### src/rtl/cw305_reg_nn_core_pkg.sv
// ----------------------------------------------------------------------------
// cw305_reg_nn_core_pkg
// Shared definitions for the CW305 dense-layer register block:
//   - USB register addresses of the NN register map
//   - bit positions inside the CTRL and STATUS bytes
//   - engine FSM state encoding
//   - helper that packs the STATUS byte
// ----------------------------------------------------------------------------
package cw305_reg_nn_core_pkg;

    // Register addresses (compared against the zero-extended reg_address)
    localparam int REG_NN_INPUTS  = 32'd0;
    localparam int REG_NN_WEIGHTS = 32'd1;
    localparam int REG_NN_BIAS    = 32'd2;
    localparam int REG_NN_RES     = 32'd3;
    localparam int REG_NN_CTRL    = 32'd4;
    localparam int REG_NN_STATUS  = 32'd5;
    localparam int REG_NN_CYCLES  = 32'd6;

    // CTRL byte bits
    localparam int CTRL_GO_BIT      = 32'd0;
    localparam int CTRL_RELU_BIT    = 32'd1;

    // STATUS byte bits
    localparam int STATUS_BUSY_BIT  = 32'd0;
    localparam int STATUS_DONE_BIT  = 32'd1;
    localparam int STATUS_WRERR_BIT = 32'd2;

    // Engine states
    typedef enum logic [1:0] {
        NN_IDLE  = 2'd0,
        NN_MAC   = 2'd1,
        NN_STORE = 2'd2
    } nn_state_e;

    // Pack the read-only STATUS byte
    function automatic logic [7:0] status_byte(input logic busy, input logic done,
                                               input logic wr_err);
        logic [7:0] s;
        s = 8'h00;
        s[STATUS_BUSY_BIT]  = busy;
        s[STATUS_DONE_BIT]  = done;
        s[STATUS_WRERR_BIT] = wr_err;
        return s;
    endfunction

endpackage

### src/rtl/ml_mac_sat.sv
// ----------------------------------------------------------------------------
// ml_mac_sat
// Combinational datapath of the dense-layer engine.
//   acc_i      : running signed accumulator
//   w_i, x_i   : signed weight and input element
//   relu_en_i  : clamp negative accumulator to zero before saturation
//   sum_o      : acc_i + w_i*x_i (full width, cannot overflow)
//   sat_o      : relu/saturate of acc_i to the element range
// ----------------------------------------------------------------------------
module ml_mac_sat #(
    parameter int pDATA_WIDTH = 8,
    parameter int pACC_WIDTH  = 19
) (
    input  logic signed [pACC_WIDTH-1:0]  acc_i,
    input  logic signed [pDATA_WIDTH-1:0] w_i,
    input  logic signed [pDATA_WIDTH-1:0] x_i,
    input  logic                          relu_en_i,
    output logic signed [pACC_WIDTH-1:0]  sum_o,
    output logic signed [pDATA_WIDTH-1:0] sat_o
);

    // Element range bounds expressed at accumulator width
    localparam logic signed [pACC_WIDTH-1:0] SAT_MAX =
        {{(pACC_WIDTH-pDATA_WIDTH+1){1'b0}}, {(pDATA_WIDTH-1){1'b1}}};
    localparam logic signed [pACC_WIDTH-1:0] SAT_MIN =
        {{(pACC_WIDTH-pDATA_WIDTH+1){1'b1}}, {(pDATA_WIDTH-1){1'b0}}};

    logic signed [2*pDATA_WIDTH-1:0] prod_s;
    logic signed [pACC_WIDTH-1:0]    relu_s;

    // Signed multiply-accumulate
    always_comb begin
        prod_s = w_i * x_i;
        sum_o  = acc_i + {{(pACC_WIDTH-2*pDATA_WIDTH){prod_s[2*pDATA_WIDTH-1]}}, prod_s};
    end

    // ReLU first, then clamp into the signed element range
    always_comb begin
        relu_s = (relu_en_i && acc_i[pACC_WIDTH-1]) ? {pACC_WIDTH{1'b0}} : acc_i;
        if (relu_s > SAT_MAX) begin
            sat_o = SAT_MAX[pDATA_WIDTH-1:0];
        end else if (relu_s < SAT_MIN) begin
            sat_o = SAT_MIN[pDATA_WIDTH-1:0];
        end else begin
            sat_o = relu_s[pDATA_WIDTH-1:0];
        end
    end

endmodule

### src/rtl/cw305_reg_nn_core.sv
// ----------------------------------------------------------------------------
// cw305_reg_nn_core
// USB-register-mapped single dense layer: out[o] = sat(relu(bias[o] + sum w*x)),
// one MAC per usb_clk cycle.
//   usb_clk, resetn          : clock, synchronous active-low reset
//   reg_address/reg_bytecnt  : register select and byte offset
//   reg_addrvalid/reg_read/reg_write, write_data : USB register strobes
//   read_data                : registered read byte (1-cycle latency)
//   nn_trigger               : scope trigger, high while the engine runs
// ----------------------------------------------------------------------------
module cw305_reg_nn_core
    import cw305_reg_nn_core_pkg::*;
#(
    parameter int pADDR_WIDTH   = 21,
    parameter int pBYTECNT_SIZE = 7,
    parameter int pDATA_WIDTH   = 8,
    parameter int pN_IN         = 4,
    parameter int pN_OUT        = 4
) (
    input  logic                                 usb_clk,
    input  logic                                 resetn,
    input  logic [pADDR_WIDTH-pBYTECNT_SIZE-1:0] reg_address,
    input  logic [pBYTECNT_SIZE-1:0]             reg_bytecnt,
    output logic [7:0]                           read_data,
    input  logic [7:0]                           write_data,
    input  logic                                 reg_read,
    input  logic                                 reg_write,
    input  logic                                 reg_addrvalid,
    output logic                                 nn_trigger
);

    localparam int BPE      = pDATA_WIDTH / 8;
    localparam int IN_BYTES = pN_IN * BPE;
    localparam int W_BYTES  = pN_OUT * pN_IN * BPE;
    localparam int B_BYTES  = pN_OUT * BPE;
    localparam int AW       = 2*pDATA_WIDTH + $clog2(pN_IN) + 1;
    localparam int OW       = (pN_OUT > 1) ? $clog2(pN_OUT) : 1;
    localparam int IW       = (pN_IN  > 1) ? $clog2(pN_IN)  : 1;

    // Arrays kept as packed byte vectors: element k occupies bits [k*W +: W],
    // which is exactly the little-endian byte order of the register map.
    logic [IN_BYTES*8-1:0] in_q;
    logic [W_BYTES*8-1:0]  w_q;
    logic [B_BYTES*8-1:0]  b_q;
    logic [B_BYTES*8-1:0]  res_q;

    nn_state_e                   state_q, state_d;
    logic [OW-1:0]               o_q, o_d, bsel_s;
    logic [IW-1:0]               i_q, i_d;
    logic signed [AW-1:0]        acc_q, acc_d, sum_s;
    logic [31:0]                 cyc_q, cyc_d;
    logic                        done_q, done_d, err_q, err_d, relu_q, relu_d, trig_q;
    logic [7:0]                  rd_q, rd_s;
    logic [31:0]                 addr_s, bc_s;
    logic                        wr_s, go_req_s, prot_s, ctrl_wr_s;
    logic                        start_s, mac_s, store_s, busy_s, last_i_s, last_o_s;
    logic signed [pDATA_WIDTH-1:0] x_s, w_s, bias_s, sat_s;

    assign addr_s    = 32'(reg_address);
    assign bc_s      = 32'(reg_bytecnt);
    assign wr_s      = reg_addrvalid && reg_write;
    assign ctrl_wr_s = wr_s && (addr_s == REG_NN_CTRL) && (bc_s == 32'd0);
    assign go_req_s  = ctrl_wr_s && write_data[CTRL_GO_BIT];
    assign prot_s    = (addr_s == REG_NN_INPUTS) || (addr_s == REG_NN_WEIGHTS) ||
                       (addr_s == REG_NN_BIAS)   || (addr_s == REG_NN_CTRL);
    assign last_i_s  = (i_q == IW'(pN_IN - 1));
    assign last_o_s  = (o_q == OW'(pN_OUT - 1));
    assign read_data  = rd_q;
    assign nn_trigger = trig_q;

    // FSM state register
    always_ff @(posedge usb_clk) begin
        if (!resetn) state_q <= NN_IDLE;
        else         state_q <= state_d;
    end

    // FSM next-state logic
    always_comb begin
        state_d = state_q;
        case (state_q)
            NN_IDLE:  state_d = go_req_s ? NN_MAC : NN_IDLE;
            NN_MAC:   state_d = last_i_s ? NN_STORE : NN_MAC;
            NN_STORE: state_d = last_o_s ? NN_IDLE : NN_MAC;
            default:  state_d = NN_IDLE;
        endcase
    end

    // FSM outputs: datapath strobes
    always_comb begin
        start_s = 1'b0;
        mac_s   = 1'b0;
        store_s = 1'b0;
        busy_s  = 1'b1;
        case (state_q)
            NN_IDLE:  begin busy_s = 1'b0; start_s = go_req_s; end
            NN_MAC:   mac_s   = 1'b1;
            NN_STORE: store_s = 1'b1;
            default:  busy_s  = 1'b0;
        endcase
    end

    // Operand selection; the bias fetched is neuron 0 on start, else the next neuron
    always_comb begin
        x_s    = '0;
        w_s    = '0;
        bias_s = '0;
        bsel_s = start_s ? {OW{1'b0}} : o_q + OW'(1);
        for (int i = 0; i < pN_IN; i++) begin
            x_s = (i_q == IW'(i)) ? in_q[i*pDATA_WIDTH +: pDATA_WIDTH] : x_s;
        end
        for (int o = 0; o < pN_OUT; o++) begin
            bias_s = (bsel_s == OW'(o)) ? b_q[o*pDATA_WIDTH +: pDATA_WIDTH] : bias_s;
            for (int i = 0; i < pN_IN; i++) begin
                w_s = (o_q == OW'(o) && i_q == IW'(i)) ?
                      w_q[(o*pN_IN+i)*pDATA_WIDTH +: pDATA_WIDTH] : w_s;
            end
        end
    end

    ml_mac_sat #(
        .pDATA_WIDTH (pDATA_WIDTH),
        .pACC_WIDTH  (AW)
    ) u_mac_sat (
        .acc_i     (acc_q),
        .w_i       (w_s),
        .x_i       (x_s),
        .relu_en_i (relu_q),
        .sum_o     (sum_s),
        .sat_o     (sat_s)
    );

    // Engine counters, accumulator, CTRL and sticky STATUS next-state
    always_comb begin
        o_d    = o_q;
        i_d    = i_q;
        acc_d  = acc_q;
        cyc_d  = cyc_q;
        done_d = done_q;
        err_d  = err_q;
        relu_d = relu_q;
        if (start_s) begin
            o_d    = '0;
            i_d    = '0;
            acc_d  = {{(AW-pDATA_WIDTH){bias_s[pDATA_WIDTH-1]}}, bias_s};
            cyc_d  = 32'd0;
            done_d = 1'b0;
            err_d  = 1'b0;
        end else if (mac_s) begin
            acc_d = sum_s;
            cyc_d = cyc_q + 32'd1;
            i_d   = last_i_s ? i_q : i_q + IW'(1);
        end else if (store_s) begin
            cyc_d = cyc_q + 32'd1;
            if (last_o_s) begin
                done_d = 1'b1;
            end else begin
                o_d   = o_q + OW'(1);
                i_d   = '0;
                acc_d = {{(AW-pDATA_WIDTH){bias_s[pDATA_WIDTH-1]}}, bias_s};
            end
        end else begin
            cyc_d = cyc_q;
        end
        // Writes to the parameter/CTRL space during a run are dropped but flagged
        err_d  = err_d | (wr_s && busy_s && prot_s);
        relu_d = (ctrl_wr_s && !busy_s) ? write_data[CTRL_RELU_BIT] : relu_d;
    end

    // Engine and control registers
    always_ff @(posedge usb_clk) begin
        if (!resetn) begin
            o_q    <= '0;
            i_q    <= '0;
            acc_q  <= '0;
            cyc_q  <= 32'd0;
            done_q <= 1'b0;
            err_q  <= 1'b0;
            relu_q <= 1'b0;
            trig_q <= 1'b0;
        end else begin
            o_q    <= o_d;
            i_q    <= i_d;
            acc_q  <= acc_d;
            cyc_q  <= cyc_d;
            done_q <= done_d;
            err_q  <= err_d;
            relu_q <= relu_d;
            trig_q <= (state_d != NN_IDLE);
        end
    end

    // Parameter arrays (USB writes while idle) and per-neuron results
    always_ff @(posedge usb_clk) begin
        if (!resetn) begin
            in_q  <= '0;
            w_q   <= '0;
            b_q   <= '0;
            res_q <= '0;
        end else begin
            if (wr_s && !busy_s) begin
                for (int b = 0; b < IN_BYTES; b++) begin
                    if (addr_s == REG_NN_INPUTS && bc_s == 32'(b)) in_q[b*8 +: 8] <= write_data;
                end
                for (int b = 0; b < W_BYTES; b++) begin
                    if (addr_s == REG_NN_WEIGHTS && bc_s == 32'(b)) w_q[b*8 +: 8] <= write_data;
                end
                for (int b = 0; b < B_BYTES; b++) begin
                    if (addr_s == REG_NN_BIAS && bc_s == 32'(b)) b_q[b*8 +: 8] <= write_data;
                end
            end
            if (store_s) begin
                for (int o = 0; o < pN_OUT; o++) begin
                    if (o_q == OW'(o)) res_q[o*pDATA_WIDTH +: pDATA_WIDTH] <= sat_s;
                end
            end
        end
    end

    // Read byte mux; out-of-range bytes and unmapped addresses give 0
    always_comb begin
        rd_s = 8'h00;
        case (addr_s)
            REG_NN_INPUTS:
                for (int b = 0; b < IN_BYTES; b++) rd_s = (bc_s == 32'(b)) ? in_q[b*8 +: 8] : rd_s;
            REG_NN_WEIGHTS:
                for (int b = 0; b < W_BYTES; b++) rd_s = (bc_s == 32'(b)) ? w_q[b*8 +: 8] : rd_s;
            REG_NN_BIAS:
                for (int b = 0; b < B_BYTES; b++) rd_s = (bc_s == 32'(b)) ? b_q[b*8 +: 8] : rd_s;
            REG_NN_RES:
                for (int b = 0; b < B_BYTES; b++) rd_s = (bc_s == 32'(b)) ? res_q[b*8 +: 8] : rd_s;
            REG_NN_CTRL:
                rd_s = (bc_s == 32'd0) ? {6'd0, relu_q, 1'b0} : 8'h00;
            REG_NN_STATUS:
                rd_s = (bc_s == 32'd0) ? status_byte(busy_s, done_q, err_q) : 8'h00;
            REG_NN_CYCLES:
                for (int b = 0; b < 4; b++) rd_s = (bc_s == 32'(b)) ? cyc_q[b*8 +: 8] : rd_s;
            default:
                rd_s = 8'h00;
        endcase
    end

    // Registered read data, zero when no read strobe
    always_ff @(posedge usb_clk) begin
        if (!resetn)                        rd_q <= 8'h00;
        else if (reg_addrvalid && reg_read) rd_q <= rd_s;
        else                                rd_q <= 8'h00;
    end

endmodule
### config.mk
export PLATFORM = sky130hd
export DESIGN_NAME = cw305_reg_nn_core
export DESIGN_NICKNAME = d
export VERILOG_FILES = /design/src/rtl/cw305_reg_nn_core_pkg.sv /design/src/rtl/ml_mac_sat.sv /design/src/rtl/cw305_reg_nn_core.sv
export SDC_FILE = /design/constraint.sdc
export NUM_CORES = 1
export LEC_CHECK = 0
export ABC_AREA = 1
export CAP_MARGIN = 5
export CORE_ASPECT_RATIO = 1.75
export CORE_MARGIN = 4
export CORE_UTILIZATION = 45
export DETAILED_ROUTE_END_ITERATION = 7
export PLACE_DENSITY = 0.64
export SYNTH_ARGS = -nofsm -noshare
export SYNTH_HDL_FRONTEND = slang
export SYNTH_SLANG_ARGS = --single-unit
export TNS_END_PERCENT = 5
### constraint.sdc
create_clock -name usb_clk -period 6.85 [get_ports usb_clk]
set_clock_uncertainty 0.1 [all_clocks]
set_input_delay 1.37 -clock usb_clk [delete_from_list [all_inputs] [get_ports usb_clk]]
set_output_delay 1.37 -clock usb_clk [all_outputs]
set_load 0.05 [all_outputs]
# [Word level (Yosys, flattened, before mapping)]
# Cells that the tools add are included.
[classes] add_sub_neg=4 mul=1 magnitude_cmp=2 eq_ne=35 n_mux=82 n_bitwise=4 n_reduce_logical=98
[op_table] operator="$mux 8" n=58
[op_table] operator="$mux 19" n=5
[op_table] operator="$logic_not 32->1" n=2
[op_table] operator="$mux 32" n=2
[op_table] operator="$reduce_and 2->1" n=30
[op_table] operator="$eq 7x4->1 const B" n=8
[op_table] operator="$pmux 8 s7" n=1
[op_table] operator="$logic_and 1x1->1" n=50
[op_table] operator="$eq 14x3->1 const B" n=3
[op_table] operator="$add 32x1->32 const B" n=1
[op_table] operator="$eq 14x2->1 const B" n=2
[op_table] operator="$eq 7x3->1 const B" n=4
[op_table] operator="$add 19x19->19" n=1
[op_table] operator="$gt 19x8->1 const B" n=1
[op_table] operator="$lt 19x8->1 const B" n=1
[op_table] operator="$mul 8x8->16" n=1
[op_table] operator="$eq 14x1->1 const B" n=1
[op_table] operator="$eq 2x2->1 const B" n=7
[op_table] operator="$eq 7x2->1 const B" n=2
[op_table] operator="$mux 2" n=7
[op_table] operator="$reduce_and 3->1" n=3
[op_table] operator="$eq 2x1->1 const B" n=4
[op_table] operator="$logic_not 2->1" n=4
[op_table] operator="$eq 7x1->1 const B" n=1
[op_table] operator="13 further kinds" n=27
[word_totals] regBits=293

# [Logic depth before layout (Yosys ltp)]
[depth] word_depth=22 ltp_mapped=59 ltp_nobuf=57

# [By module]
# From an unflattened synthesis, not the netlist that was laid out.
[hier_totals] hier_cells=2875 area_unflattened_um2=19391.1
[modules_own_cells] module="cw305_reg_nn_core" instances=1 cells_per_inst=2284 area_each_um2=15436.1
[modules_own_cells] module="ml_mac_sat" instances=1 cells_per_inst=591 area_each_um2=3955.0

# [Least setup slack after synthesis]
# Ideal clock, no wire load.
[synth_path] path_type="register -> register" from="reg o_q[0]" to="reg acc_q[18]" setup_ns=0.109 arrival_time_ns=7.230 slack_ns=-0.589 path_stages_with_launch=58 n_path_buf=2 synth_period_minus_slack_ns=7.439 path_cell_list="dfxtp_1 -> inv_1 -> ha_1 -> buf_4 -> nand2_4 -> buf_6 -> nor2_1 -> nor2_1 -> nand2_1 -> nand2_1 -> nand2_1 -> nand2_1 -> nand2_1 -> nand2_1 -> nand2_1 -> nand2_1 -> nand2_1 -> nand2_1 -> (+22 left out) -> nor2_1 -> o21ai_0 -> nand2_1 -> a21o_1 -> a21oi_1 -> xnor2_1 -> ha_1 -> nand2_1 -> or2_2 -> nand4_1 -> nand2_1 -> nand2_1 -> a21oi_1 -> nand3b_1 -> nand3_1 -> nand3_1 -> nand2_1 -> inv_1"
[synth_via] elab_chain_cells=22 word_cells_on_any_way=54
[synth_lines] element="start, declared" line="cw305_reg_nn_core.sv:48" text="logic [OW-1:0] o_q, o_d, bsel_s;"
[synth_lines] element="start signal, assigned" line="cw305_reg_nn_core.sv:172" text="o_q <= '0;"
[synth_lines] element="start signal, assigned" line="cw305_reg_nn_core.sv:181" text="o_q <= o_d;"
[synth_lines] element="$logic_not 2->1" line="cw305_reg_nn_core.sv:114" text="w_s = (o_q == OW'(o) && i_q == IW'(i)) ?"
[synth_lines] element="$logic_and 1x1->1" line="cw305_reg_nn_core.sv:114"
[synth_lines] element="$mux 8 (16 in a row)" line="cw305_reg_nn_core.sv:114"
[synth_lines] element="$mul 8x8->16" line="ml_mac_sat.sv:33" text="prod_s = w_i * x_i;"
[synth_lines] element="$add 19x19->19" line="ml_mac_sat.sv:34" text="sum_o = acc_i + {{(pACC_WIDTH-2*pDATA_WIDTH){prod_s[2*pDATA_WIDTH-1]}}, prod_s};"
[synth_lines] element="$mux 19" line="cw305_reg_nn_core.sv:148" text="end else if (mac_s) begin"
[synth_lines] element="$mux 19" line="cw305_reg_nn_core.sv:141" text="if (start_s) begin"
[synth_lines] element="end signal, assigned" line="cw305_reg_nn_core.sv:174" text="acc_q <= '0;"
[synth_lines] element="end signal, assigned" line="cw305_reg_nn_core.sv:183" text="acc_q <= acc_d;"
[synth_lines] element="end, declared" line="cw305_reg_nn_core.sv:50" text="logic signed [AW-1:0] acc_q, acc_d, sum_s;"
# Several ways; a longest one is shown, not always the timed one. The select of a mux whose other input is x is not followed.
# A chain may end at the register's enable or synchronous reset.

# [Final worst setup path]
[layout_path] from="reg i_q[0]" to="reg acc_q[17]"
[layout_via] elab_chain_cells=22 word_cells_on_any_way=44
[layout_lines] element="start, declared" line="cw305_reg_nn_core.sv:49" text="logic [IW-1:0] i_q, i_d;"
[layout_lines] element="start signal, assigned" line="cw305_reg_nn_core.sv:182" text="i_q <= i_d;"
[layout_lines] element="$logic_not 2->1" line="cw305_reg_nn_core.sv:109, cw305_reg_nn_core.sv:114"
[layout_lines] element="$logic_and 1x1->1" line="cw305_reg_nn_core.sv:114"
[layout_lines] element="$mux 8 (16 in a row)" line="cw305_reg_nn_core.sv:114"
[layout_lines] element="$mul 8x8->16 (*)" line="ml_mac_sat.sv:33"
[layout_lines] element="$add 19x19->19 (*)" line="ml_mac_sat.sv:34"
[layout_lines] element="$mux 19 (*)" line="cw305_reg_nn_core.sv:148"
[layout_lines] element="$mux 19 (*)" line="cw305_reg_nn_core.sv:141"
# Mark *: on every way between the ends. The rest lies on a longest branch, timed or not.

==> metrics list <==
- The slowest stage of the critical path is the fa_1 cell.
* FP Rows: 100
- In this run the vertical extent of the chip is 283 um.
- Fill cell count: 4192
* Setup TNS: -3890 ps
* Crit-path max cell delay: 540 ps
- Synthesis-stage register bit count: 293
- Data required time of the critical path: 7190 ps
- Peak supply drop: 0.189 mV
- Number of flops mapped to enable cells by yosys: 0
* Seq/Total Area, Yosys: between 30% and 40%
- dfxtp_1 takes more of the synthesized area than any other cell.
- Number of hold buffers added after CTS: 0
* Number of antenna violations at the first check in global routing: 0
- Final design area excluding fillers: 23300 um2
- Area grow syn2layout: 20.1%
- Vias in the first global route: between 15000 and 20000
- Share of the synthesized area in the top cell type: 30.2%
* Met2 Resource Use GR: 56.4%
- Io pins: 43
- Clock tree synthesis found a total of 293 sinks.
* Nets in the synthesized netlist: 2899
- The later pin in the worst-skew pair is clocked with a latency of 610 ps.
- The detailed router placed about 19000 vias in this run.
- Leading cell types by total area after synthesis: dfxtp_1, nand2_1, inv_1
- Share of the clock period used by the worst path after layout: 109%
- Cell count after synthesis: 2745
* CTS max path bufs: 3
- Path type of the worst min-delay path: reg2reg
- Largest net degree at the start of global routing: 121
- The max-slew violation count is 0.
- Root buf cell: clkbuf_16
- At the pin with the least slew margin, the transition time is about 1100 ps.
- Counting distinct cell types in the post-synthesis netlist gives 62.
- In this run the mean area of a mapped cell was 7.07 um2.
* Fraction of final layout cells with drive strength greater than 1: between 10% and 20%
- Derived from the worst setup path, the maximum achievable clock frequency is 134 MHz.
- Global routing used between 30 and 40% of the available tracks across all layers.
* Met3 routing resource usage after global routing: 3.66%
- In the global route stage, met1 resource usage came out at 30.6%.
- Length of the first detailed-routing pass in iterations: 5
* Cts bufs inserted: 29
- Power Dens Cells: 156 nW/um2
* MaxCap Viol Count: 0
- Total routed wirelength: 70.9 mm
* Floorplan die area: 46600 um2
* Count of input and output buffers: 42
- Setup repair after global routing could not meet its margin everywhere.
* Kind of end point of the critical path: flip-flop
* Share of synthesized registers carrying an async set or reset: 0%
* Arr. time, crit path: 7780 ps
* Post-route DRC violation count: 0
- CTS clock-pin slew for the worst setup and hold paths: 70 ps
- The floorplan step set the die width to ~160 um.
- The first global-routing pass estimated around 110 mm of wire.
* Area taken by flip-flops and latches: 5880 um2
- Post-layout worst setup margin: -588 ps
- Worst Path Class, Setup: reg2reg
- CTS built an H-tree with a depth of 1.
- For this design the static power due to leakage is 10.2 nW.
- Highest fanout seen on the critical path: 12
- Detailed placement finished with a half-perimeter wire length of between 50 and 60 mm.
- The flow ran to the end, but the final reports show violations.
- Counting stages on the worst path, the most repeated cell is nand2_1.
* Most common flop cell mapped by yosys: dfxtp_1
- Fin crit period: between 7000 and 8000 ps
- The congestion estimate from routability-driven global placement came to 1.00.
- Relative slew slack: roughly a quarter
- TritonCTS built the clock tree.
- Once detail routing completed, the nets flagged for antenna violations numbered 0.
* Drt wl/cell: 20.2 um
* Drt via density: approximately 5.5
- Setup violations, final: 11
- Summed over all layers, the global routing overflow is 0.
* Post-place instance area: 21800 um2
- Post-layout net count: 3083
- The worst setup path is launched from a flip-flop.
* Initial Util: 45.6%
- In the final layout, the multi-input gates occupy 11800 um2.
- met2 is the most crowded layer.
- The number of failing hold endpoints at the final stage is 0.
- The checks that failed: negative setup slack.
- Core ar.: about 43000 um2
- The first routing iteration left about 1300 violations.
- Warnings from Yosys: 0
- Mapped cell area: 19400 um2
==> where the power goes <==
part / leakage [nW] / total, mW / switching [mW] / internal, mW
registers: 2.36 / 1.70 / 0.000000354 / 1.70
logic: 7.29 / 0.120 / 0.0917 / 0.0287
clock network: 0.505 / 1.80 / 0.774 / 1.03
==> cell families after synthesis <==
kind of cell / share of synthesized area (%)
fa+ha+maj: 9.94
buf+inv: 10.9
xor+xnor: 2.21
compound gates: 21.6
simple gates: 25.1
flops: 30.2
==> final timing paths <==
check / start / endpoint / slack [ps] / cells past startpoint
worst min-delay path: w_q[88]$_SDFFE_PN0P_ / w_q[88]$_SDFFE_PN0P_ / 390 / 2
worst min register to register: w_q[88]$_SDFFE_PN0P_ / w_q[88]$_SDFFE_PN0P_ / 390 / 2
worst max-delay path: i_q[0]$_SDFFE_PP0P_ / acc_q[17]$_SDFFE_PN0P_ / -590 / 50
worst max register to register: i_q[0]$_SDFFE_PP0P_ / acc_q[17]$_SDFFE_PN0P_ / -590 / 50
==> final cells by class <==
type	instances	area share, %
timing repair buffer	278	9.92
antenna	1	0.0107
tap	561	3.01
multi-input combinational	1933	50.8
inverter	394	6.43
sequential	293	25.2
clock inverter	19	1.14
clock buffer	35	3.43
==> per-layer routing <==
metal | vias to the layer above | part of all wire (%)
li1 | 9476 | -
met1 | 9049 | 34
met2 | 644 | 52
met3 | 318 | 4.8
met4 | 0 | 9.1
met5 | - | 0
==> through the flow <==
step | utilization, % | instances | power (mW) | hold slack [ps] | setup slack, ps
detailed placement | 51.2 | 3448 | 1.86 | 381 | -917
CTS | 54.4 | 3511 | 3.65 | 392 | -553
finish | 54.8 | 3514 | 3.63 | 393 | -588
floorplan | - | 2745 | 1.80 | 349 | -79.4
global route | 54.8 | 3513 | 3.71 | 418 | -1130
global placement | 51.2 | 3448 | 1.86 | 366 | -813
==> cell usage in the layout (no fill, tap or decap), types with 29 or more instances in the layout <==
cell type,count
a211oi_1,147
nand3_1,116
fa_1,53
clkdlybuf4s50_1,42
o21ai_0,155
nand2_1,476
ha_1,50
inv_1,356
xor2_1,37
dfxtp_1,289
a21oi_1,199
nand4_1,29
nor2_1,340
clkbuf_16,29
buf_4,225
==> Yosys cell counts, types with 4 or more instances <==
cell and n:
o22ai_1 20, nand2_2 18, nor4_1 10, buf_4 6, xnor2_1 9, o21bai_1 6
clkbuf_1 68, a211oi_2 20, nor3_4 4, o21ai_1 15, o211ai_1 15, a31oi_1 9
a211oi_1 147, o21ai_0 159, nand3_1 118, or2_2 6, o21ai_2 5, nand3_2 5
a21o_1 4, buf_1 5, a21oi_2 4, buf_6 14, inv_1 366, nand4_1 29
buf_2 32, o221ai_1 13, inv_2 24, nor2_8 10, dfxtp_1 293, nor3_1 19
nor2_1 342, ha_1 63, nand2_1 493, a221oi_1 9, fa_1 57, nor2_2 19
a21oi_1 220, o2111ai_1 5, a22oi_1 7, xor2_1 40
==> sequential cells by signal (all words and copies together), names as in the netlist, 2 cells and up <==
name and count:
state_q 2, w_q 128, res_q 32, read_data 8, o_q 2, i_q 2
cyc_q 32, b_q 32, acc_q 19, in_q 32
==> worst max-delay path, delay by kind of cell (launching register included) <==
kind,cells,cell delay [ps]
flops,1,390
xor+xnor,2,290
buf+inv,10,950
fa+ha+maj,7,2590
simple gates,24,1990
compound gates,7,940
==> repair_timing <==
action | CTS | global route
setup buffers | 9 | 2
endpoints found under the hold margin | 0 | 0
pin swaps | 29 | 21
resized for setup | 59 | 30
endpoints found under the setup margin | 11 | 11
(Power assumes the default switching activity.)
